<file path="src/rtl/pc_stack_unit_if.sv">
// rtl/pc_stack_unit_if.sv - control and status bundle for the program-counter / return-stack unit
//
// master : drives pc_en, op, cond, pc_in, disp, clr_err; observes the status outputs
// slave  : the pc_stack_unit side; drives pc_out, sp, stack_empty, stack_full,
//          overflow, underflow
//
// op encoding: 0 INC, 1 LOAD, 2 BRANCH, 3 CALL, 4 RET, 5 HOLD, 6-7 reserved (hold)
interface pc_stack_unit_if #(
  parameter int ADDR_W = 10,
  parameter int DISP_W = 8,
  parameter int DEPTH  = 8
);
  localparam int SP_W = $clog2(DEPTH) + 1;

  logic              pc_en;
  logic [2:0]        op;
  logic              cond;
  logic [ADDR_W-1:0] pc_in;
  logic [DISP_W-1:0] disp;
  logic              clr_err;

  logic [ADDR_W-1:0] pc_out;
  logic [SP_W-1:0]   sp;
  logic              stack_empty;
  logic              stack_full;
  logic              overflow;
  logic              underflow;

  modport master (
    output pc_en, op, cond, pc_in, disp, clr_err,
    input  pc_out, sp, stack_empty, stack_full, overflow, underflow
  );

  modport slave (
    input  pc_en, op, cond, pc_in, disp, clr_err,
    output pc_out, sp, stack_empty, stack_full, overflow, underflow
  );
endinterface

</file>
<file path="src/rtl/pc_stack_unit.sv">
// rtl/pc_stack_unit.sv - program counter with branch/call/return and a LIFO return-address stack
//
// clk   : single clock, all state updates on the rising edge
// reset : synchronous active-high; pc_out=RESET_ADDR, sp=0, error flags cleared
// bus   : pc_stack_unit_if.slave
//   pc_en       advance enable; when low only clr_err has an effect
//   op          0 INC, 1 LOAD, 2 BRANCH, 3 CALL, 4 RET, 5 HOLD, 6-7 hold
//   cond        branch taken when high (BRANCH only)
//   pc_in       absolute target for LOAD and CALL
//   disp        signed displacement for BRANCH
//   clr_err     clears sticky overflow/underflow (a same-cycle set wins)
//   pc_out      registered program counter
//   sp          registered number of valid stack entries, 0..DEPTH
//   stack_empty sp == 0
//   stack_full  sp == DEPTH
//   overflow    sticky, CALL attempted while full
//   underflow   sticky, RET attempted while empty
//
// DISP_W must be <= ADDR_W; DEPTH must be a power of two >= 2.
module pc_stack_unit #(
  parameter int                       ADDR_W     = 10,
  parameter int                       DISP_W     = 8,
  parameter int                       DEPTH      = 8,
  parameter logic [ADDR_W-1:0]        RESET_ADDR = '0
) (
  input  logic              clk,
  input  logic              reset,
  pc_stack_unit_if.slave    bus
);
  localparam int SP_W  = $clog2(DEPTH) + 1;
  localparam int IDX_W = $clog2(DEPTH);

  typedef enum logic [2:0] {
    OP_INC    = 3'd0,
    OP_LOAD   = 3'd1,
    OP_BRANCH = 3'd2,
    OP_CALL   = 3'd3,
    OP_RET    = 3'd4,
    OP_HOLD   = 3'd5
  } op_t;

  logic [ADDR_W-1:0] pc_q;
  logic [SP_W-1:0]   sp_q;
  logic              overflow_q;
  logic              underflow_q;

  // Return addresses; entries at or above sp are stale and never read.
  logic [ADDR_W-1:0] stack_mem [DEPTH];

  logic [ADDR_W-1:0] pc_inc;
  logic [ADDR_W-1:0] pc_branch;
  logic [ADDR_W-1:0] disp_ext;
  logic [IDX_W-1:0]  push_idx;
  logic [IDX_W-1:0]  top_idx;
  logic              is_full;
  logic              is_empty;

  // Sign-extend through a signed cast so DISP_W == ADDR_W needs no special case.
  assign disp_ext  = ADDR_W'($signed(bus.disp));
  assign pc_inc    = pc_q + ADDR_W'(1);
  assign pc_branch = pc_q + disp_ext;

  // sp is one bit wider than the index; the low bits address the next free slot.
  assign push_idx  = sp_q[IDX_W-1:0];
  assign top_idx   = sp_q[IDX_W-1:0] - IDX_W'(1);
  assign is_full   = (sp_q == SP_W'(DEPTH));
  assign is_empty  = (sp_q == '0);

  always_ff @(posedge clk) begin
    if (reset) begin
      pc_q        <= RESET_ADDR;
      sp_q        <= '0;
      overflow_q  <= 1'b0;
      underflow_q <= 1'b0;
    end else begin
      // Clear first so that an error raised below in the same cycle takes priority.
      if (bus.clr_err) begin
        overflow_q  <= 1'b0;
        underflow_q <= 1'b0;
      end
      if (bus.pc_en) begin
        case (op_t'(bus.op))
          OP_INC:    pc_q <= pc_inc;
          OP_LOAD:   pc_q <= bus.pc_in;
          OP_BRANCH: pc_q <= bus.cond ? pc_branch : pc_inc;
          OP_CALL: begin
            if (is_full) begin
              overflow_q <= 1'b1;
            end else begin
              stack_mem[push_idx] <= pc_inc;
              sp_q                <= sp_q + SP_W'(1);
              pc_q                <= bus.pc_in;
            end
          end
          OP_RET: begin
            if (is_empty) begin
              underflow_q <= 1'b1;
            end else begin
              pc_q <= stack_mem[top_idx];
              sp_q <= sp_q - SP_W'(1);
            end
          end
          default: pc_q <= pc_q;
        endcase
      end
    end
  end

  assign bus.pc_out      = pc_q;
  assign bus.sp          = sp_q;
  assign bus.stack_empty = is_empty;
  assign bus.stack_full  = is_full;
  assign bus.overflow    = overflow_q;
  assign bus.underflow   = underflow_q;
endmodule

</file>
<file path="src/flat_wrapper.sv">
// flat-port wrapper written by rule: the top's interface ports become plain ports
module pc_stack_unit_flat 
#(
  parameter int                       ADDR_W     = 10,
  parameter int                       DISP_W     = 8,
  parameter int                       DEPTH      = 8,
  parameter logic [ADDR_W-1:0]        RESET_ADDR = '0
)
  (clk, reset, bus_pc_en, bus_op, bus_cond, bus_pc_in, bus_disp, bus_clr_err, bus_pc_out, bus_sp, bus_stack_empty, bus_stack_full, bus_overflow, bus_underflow);
  pc_stack_unit_if #(.ADDR_W(ADDR_W), .DISP_W(DISP_W), .DEPTH(DEPTH)) bus_i ();
  input  logic clk;
  input  logic reset;
  input wire logic [$bits(bus_i.pc_en)-1:0] bus_pc_en;
  input wire logic [$bits(bus_i.op)-1:0] bus_op;
  input wire logic [$bits(bus_i.cond)-1:0] bus_cond;
  input wire logic [$bits(bus_i.pc_in)-1:0] bus_pc_in;
  input wire logic [$bits(bus_i.disp)-1:0] bus_disp;
  input wire logic [$bits(bus_i.clr_err)-1:0] bus_clr_err;
  output wire logic [$bits(bus_i.pc_out)-1:0] bus_pc_out;
  output wire logic [$bits(bus_i.sp)-1:0] bus_sp;
  output wire logic [$bits(bus_i.stack_empty)-1:0] bus_stack_empty;
  output wire logic [$bits(bus_i.stack_full)-1:0] bus_stack_full;
  output wire logic [$bits(bus_i.overflow)-1:0] bus_overflow;
  output wire logic [$bits(bus_i.underflow)-1:0] bus_underflow;
  assign bus_i.pc_en = bus_pc_en;
  assign bus_i.op = bus_op;
  assign bus_i.cond = bus_cond;
  assign bus_i.pc_in = bus_pc_in;
  assign bus_i.disp = bus_disp;
  assign bus_i.clr_err = bus_clr_err;
  assign bus_pc_out = bus_i.pc_out;
  assign bus_sp = bus_i.sp;
  assign bus_stack_empty = bus_i.stack_empty;
  assign bus_stack_full = bus_i.stack_full;
  assign bus_overflow = bus_i.overflow;
  assign bus_underflow = bus_i.underflow;
  pc_stack_unit #(.ADDR_W(ADDR_W), .DISP_W(DISP_W), .DEPTH(DEPTH), .RESET_ADDR(RESET_ADDR)) u_core (.clk(clk), .reset(reset), .bus(bus_i));
endmodule
</file>
<file path="config.mk">
export PLATFORM = sky130hd
export DESIGN_NAME = pc_stack_unit_flat
export DESIGN_NICKNAME = d
export VERILOG_FILES = /design/src/rtl/pc_stack_unit_if.sv /design/src/rtl/pc_stack_unit.sv /design/src/flat_wrapper.sv
export SDC_FILE = /design/constraint.sdc
export NUM_CORES = 1
export LEC_CHECK = 0
export CORE_MARGIN = 2
export CORE_UTILIZATION = 50
export CTS_CLUSTER_SIZE = 14
export DETAILED_ROUTE_END_ITERATION = 6
export PLACE_DENSITY = 0.75
export SETUP_SLACK_MARGIN = 0.2
export SLEW_MARGIN = 20
export SYNTH_ARGS = -nofsm -noshare
export SYNTH_HDL_FRONTEND = slang
export SYNTH_SLANG_ARGS = --single-unit
</file>
<file path="constraint.sdc">
create_clock -name clk -period 4.4 [get_ports clk]
set_clock_uncertainty 0.15 [all_clocks]
set_input_delay 0.88 -clock clk [delete_from_list [all_inputs] [get_ports clk]]
set_output_delay 0.88 -clock clk [all_outputs]
set_load 0.005 [all_outputs]
</file>
==> summary.txt <==
Global route
  – Number of global-route vias before repair: 3,108
  – Pin count of the biggest net entering global routing: 24
  – Remaining Overflow, GRT: 0
  – Initial antenna violation count: 0
  – GRT Total Usage: 21.4%
  – First-pass GRT wire length: ~17 mm

Routing
  – DRT Pass-1 Iters: 6
  – Routed Wire Length: between 10 and 15 mm
  – Vias per cell: around 5.9
  – Met3 WL: about 660 um
  – Routed len/inst: approximately 19 um
  – Via count: 3,198
  – Post-Route M1 WL: about 4.6 mm
  – Highest layer used for signal routing: met4
  – Antenna Violating Nets Remaining: 0
  – Remaining DRCs: 0
  – DR WL met2: ~5 mm
  – DRT iter0 DRCs: about 190

Floorplanning
  – # IOs: 44
  – Core Area: roughly 0.0093 mm^2
  – Chip Height: slightly above 100 um
  – Cell Rows: 35
  – Starting density of the core: 51.8%
  – Die footprint: about 0.010 mm^2
  – Die X: about 100 um

Timing
  – Final hold vios: 0
  – Final setup vio count: 0
  – Setup total negative slack: 0 ns
  – Slew @ Worst Pin: between 0.9 and 1 ns
  – Fin crit share: between 70 and 80%
  – FMAX: around 0.30 GHz
  – Tmin final: roughly 3.3 ns
  – Final Max Slew Viols: 0
  – RSZ-0062 raised after global routing: false
  – Slew headroom: 39.4%

Yosys
  – Synth async-reset ratio: 0%
  – Synthesized flop and latch total: 96
  – Post-synthesis simple-gate area fraction: 11.3%
  – Synth Warn #: 0
  – Multiplexer share of the synthesized area: between 10 and 15%
  – Compound-Gate Fraction of Synth Area: between 10% and 20%
  – Leading post-synthesis cells by cell area: edfxtp_1 (50%), mux4_2 (9.4%), dfxtp_1 (6.7%)
  – Post-synth top flop: edfxtp_1
  – Post-Synth XOR/XNOR Area: approximately 3.8%
  – Cell area after synthesis: roughly 0.0048 mm^2
  – Combinational family with the most area after synthesis: simple AND/OR/NAND/NOR gates
  – Synth area leader: edfxtp_1
  – Mapped Cells: about 360
  – Mean area per synthesized cell: 13.3 um^2
  – Post-synth top area share: roughly 50%
  – Number of synthesized flops with an enable pin: 80
  – Seq/Total Area, Yosys: between 50% and 60%
  – Post-Syn Nets: 402
  – Post-synthesis adder-cell area fraction: 4.21%
  – Post-synthesis cell type count: 62

CTS
  – H-tree levels: 3
  – Root Driver: clkbuf_8
  – CTS hold repair buffers: 0
  – CTS tree: yes
  – Clock transition at path regs: 0.10 ns
  – Post-cts sizing count: 0
  – Clock Latency Late Sink: approximately 0.36 ns
  – CTS Buffer Depth: 2
  – Sink Count: 96
  – CTS Buf Count: 9
  – Post-CTS Setup Bufs: 0

Cells and area
  – Area grow syn2layout: 16.2%
  – # diodes: 0
  – Share of cells above drive strength 1: between 10 and 15%
  – Multi-input gate area: approximately 0.002 mm^2
  – Cell area after layout: about 0.0056 mm^2
  – Sequential cell area: between 0.002 and 0.003 mm^2
  – Fin nets: 453
  – Fill count: 740
  – Finished Layout Cells: between 500 and 600

Pwr
  – PD cells: between 300 and 400 mW/mm^2
  – VDD IR max: between 0.0002 and 0.00025 V
  – Leak: approximately 0.0019 uW

Setup path
  – CP max FO: 12
  – Delay-heaviest family, CP: simple AND/OR/NAND/NOR gates
  – Critical Path End Type: flop
  – Type of the worst setup path: in2reg
  – CP max stage delay: around 0.76 ns
  – RR Endpoint: u_core.stack_mem[4][0]
  – Cells along the critical path: clkdlybuf4s50_1 > and2b_1 > nand3_1 > nor4_1 > and3_1
  – Reg2reg start: u_core.bus.sp[1]
  – CP bufs+invs: 1
  – WP data required: approximately 4.3 ns
  – R2R setup slack: around 1.6 ns
  – Worst setup SP type: primary input
  – CP arrival: 3.16 ns
  – Critical path depth: 5
  – Critical-path top delay cell: clkdlybuf4s50_1
  – Worst-case reg-to-reg path depth: 5

Run
  – Max Cap Viol: 0

Placed design
  – GP Congestion: approximately 0.87
  – DPL Wire Length: around 7.4 mm
  – Post-placement cell count: between 500 and 600
  – Placement Cell Area: about 0.0054 mm^2
  – Port bufs: 43

Min path
  – Hold path start: u_core.bus.overflow
  – Hold depth: 2
  – Hold Crit Endpoint: u_core.bus.overflow
  – Hold Crit Class: reg2reg

Status
  – Status: completed
[kinds of logic after synthesis]
group | after synthesis
AOI/OAI and AO/OA | 72
xor gates and xnor gates | 20
adders and majority gates | 15
buffers and inverters | 30
DFF | 96
muxes | 27
and+or+nand+nor | 101
[how the worst max path moves through the flow]
stage,from,endpoint,slack (ns)
final,bus_op[0],u_core.stack_mem[4][0],1.09
after global routing,bus_op[0],u_core.stack_mem[4][1],0.89
after CTS,u_core.bus.sp[1],bus_stack_full,1.09
after detailed placement,bus_op[0],u_core.stack_mem[4][2],0.73
after global placement,bus_op[2],u_core.bus.sp[3],0.83
after floorplan,bus_op[2],u_core.stack_mem[5][0],1.10
[layer usage]
| layer | vias to the layer above | global-route usage (%) |
|---|---|---|
| met2 | 108 | 33.6 |
| met1 | 1573 | 31.3 |
| li1 | 1503 | - |
| met4 | 0 | 5.13 |
| met3 | 14 | 4.31 |
| met5 | - | 0 |
[cells in the final DEF, fill, tap and decap left out, types with 13 or more instances in the layout]
| master | n |
|---|---|
| o21ai_0 | 17 |
| inv_1 | 15 |
| clkdlybuf4s50_1 | 43 |
| dfxtp_1 | 16 |
| edfxtp_1 | 80 |
| ha_1 | 13 |
| nand2_1 | 21 |
| a21oi_1 | 16 |
| mux4_2 | 20 |
| nor2_1 | 27 |
[cell type report]
| cell class | count | area share, % |
|---|---|---|
| repair buffers | 55 | 9.31 |
| clock inverters | 6 | 1.03 |
| inverters | 15 | 1.01 |
| clock buffers | 10 | 2.28 |
| multi-input cells | 235 | 34.8 |
| well taps | 129 | 2.89 |
| flip-flops and latches | 96 | 48.7 |
[state kept, by name (all words and copies together), names as in the netlist]
signal / count
u_core.bus.overflow: 1
u_core.bus.pc_out: 10
u_core.bus.sp: 4
u_core.bus.underflow: 1
u_core.stack_mem: 80
[power by group]
part / internal [uW] / total [uW] / switching [uW] / leakage (uW)
sequential: 999 / 1010 / 16.2 / 0.000869
combinational: 107 / 231 / 125 / 0.000949
clock: 221 / 550 / 329 / 0.0000957
[stage by stage]
stage	util, %	power [uW]	setup WS [ns]	hold WS, ns
after floorplan	-	1180	1.10	0.310
after global placement	58.2	1260	0.827	0.305
after detailed placement	58.2	1270	0.733	0.311
after CTS	60.2	1810	1.09	0.325
after global routing	60.2	1870	0.892	0.371
final	60.2	1800	1.09	0.319
[worst min-delay path: cells and delay by family, from the launching register on]
family | cells | cell delay (ns)
AND/OR/NAND/NOR | 1 | 0.06
flip-flops | 1 | 0.32
AO/OA/AOI/OAI | 1 | 0.05
[cell usage after synthesis, types with 3 or more instances]
library cell / number
nor3_1: 6
o21ai_0: 17
nand4_1: 6
mux2i_1: 6
nand2_1: 21
and3_1: 3
nor2_1: 27
nand2b_1: 3
a21oi_1: 16
nand3_1: 8
dfxtp_1: 16
edfxtp_1: 80
xor2_1: 8
nor3b_1: 3
a211oi_1: 10
mux4_2: 20
and2_1: 3
xnor2_1: 11
inv_1: 15
or3_1: 4
buf_2: 8
clkbuf_1: 3
a21o_1: 4
ha_1: 13
Note: power is estimated with default switching activity, not from simulation.
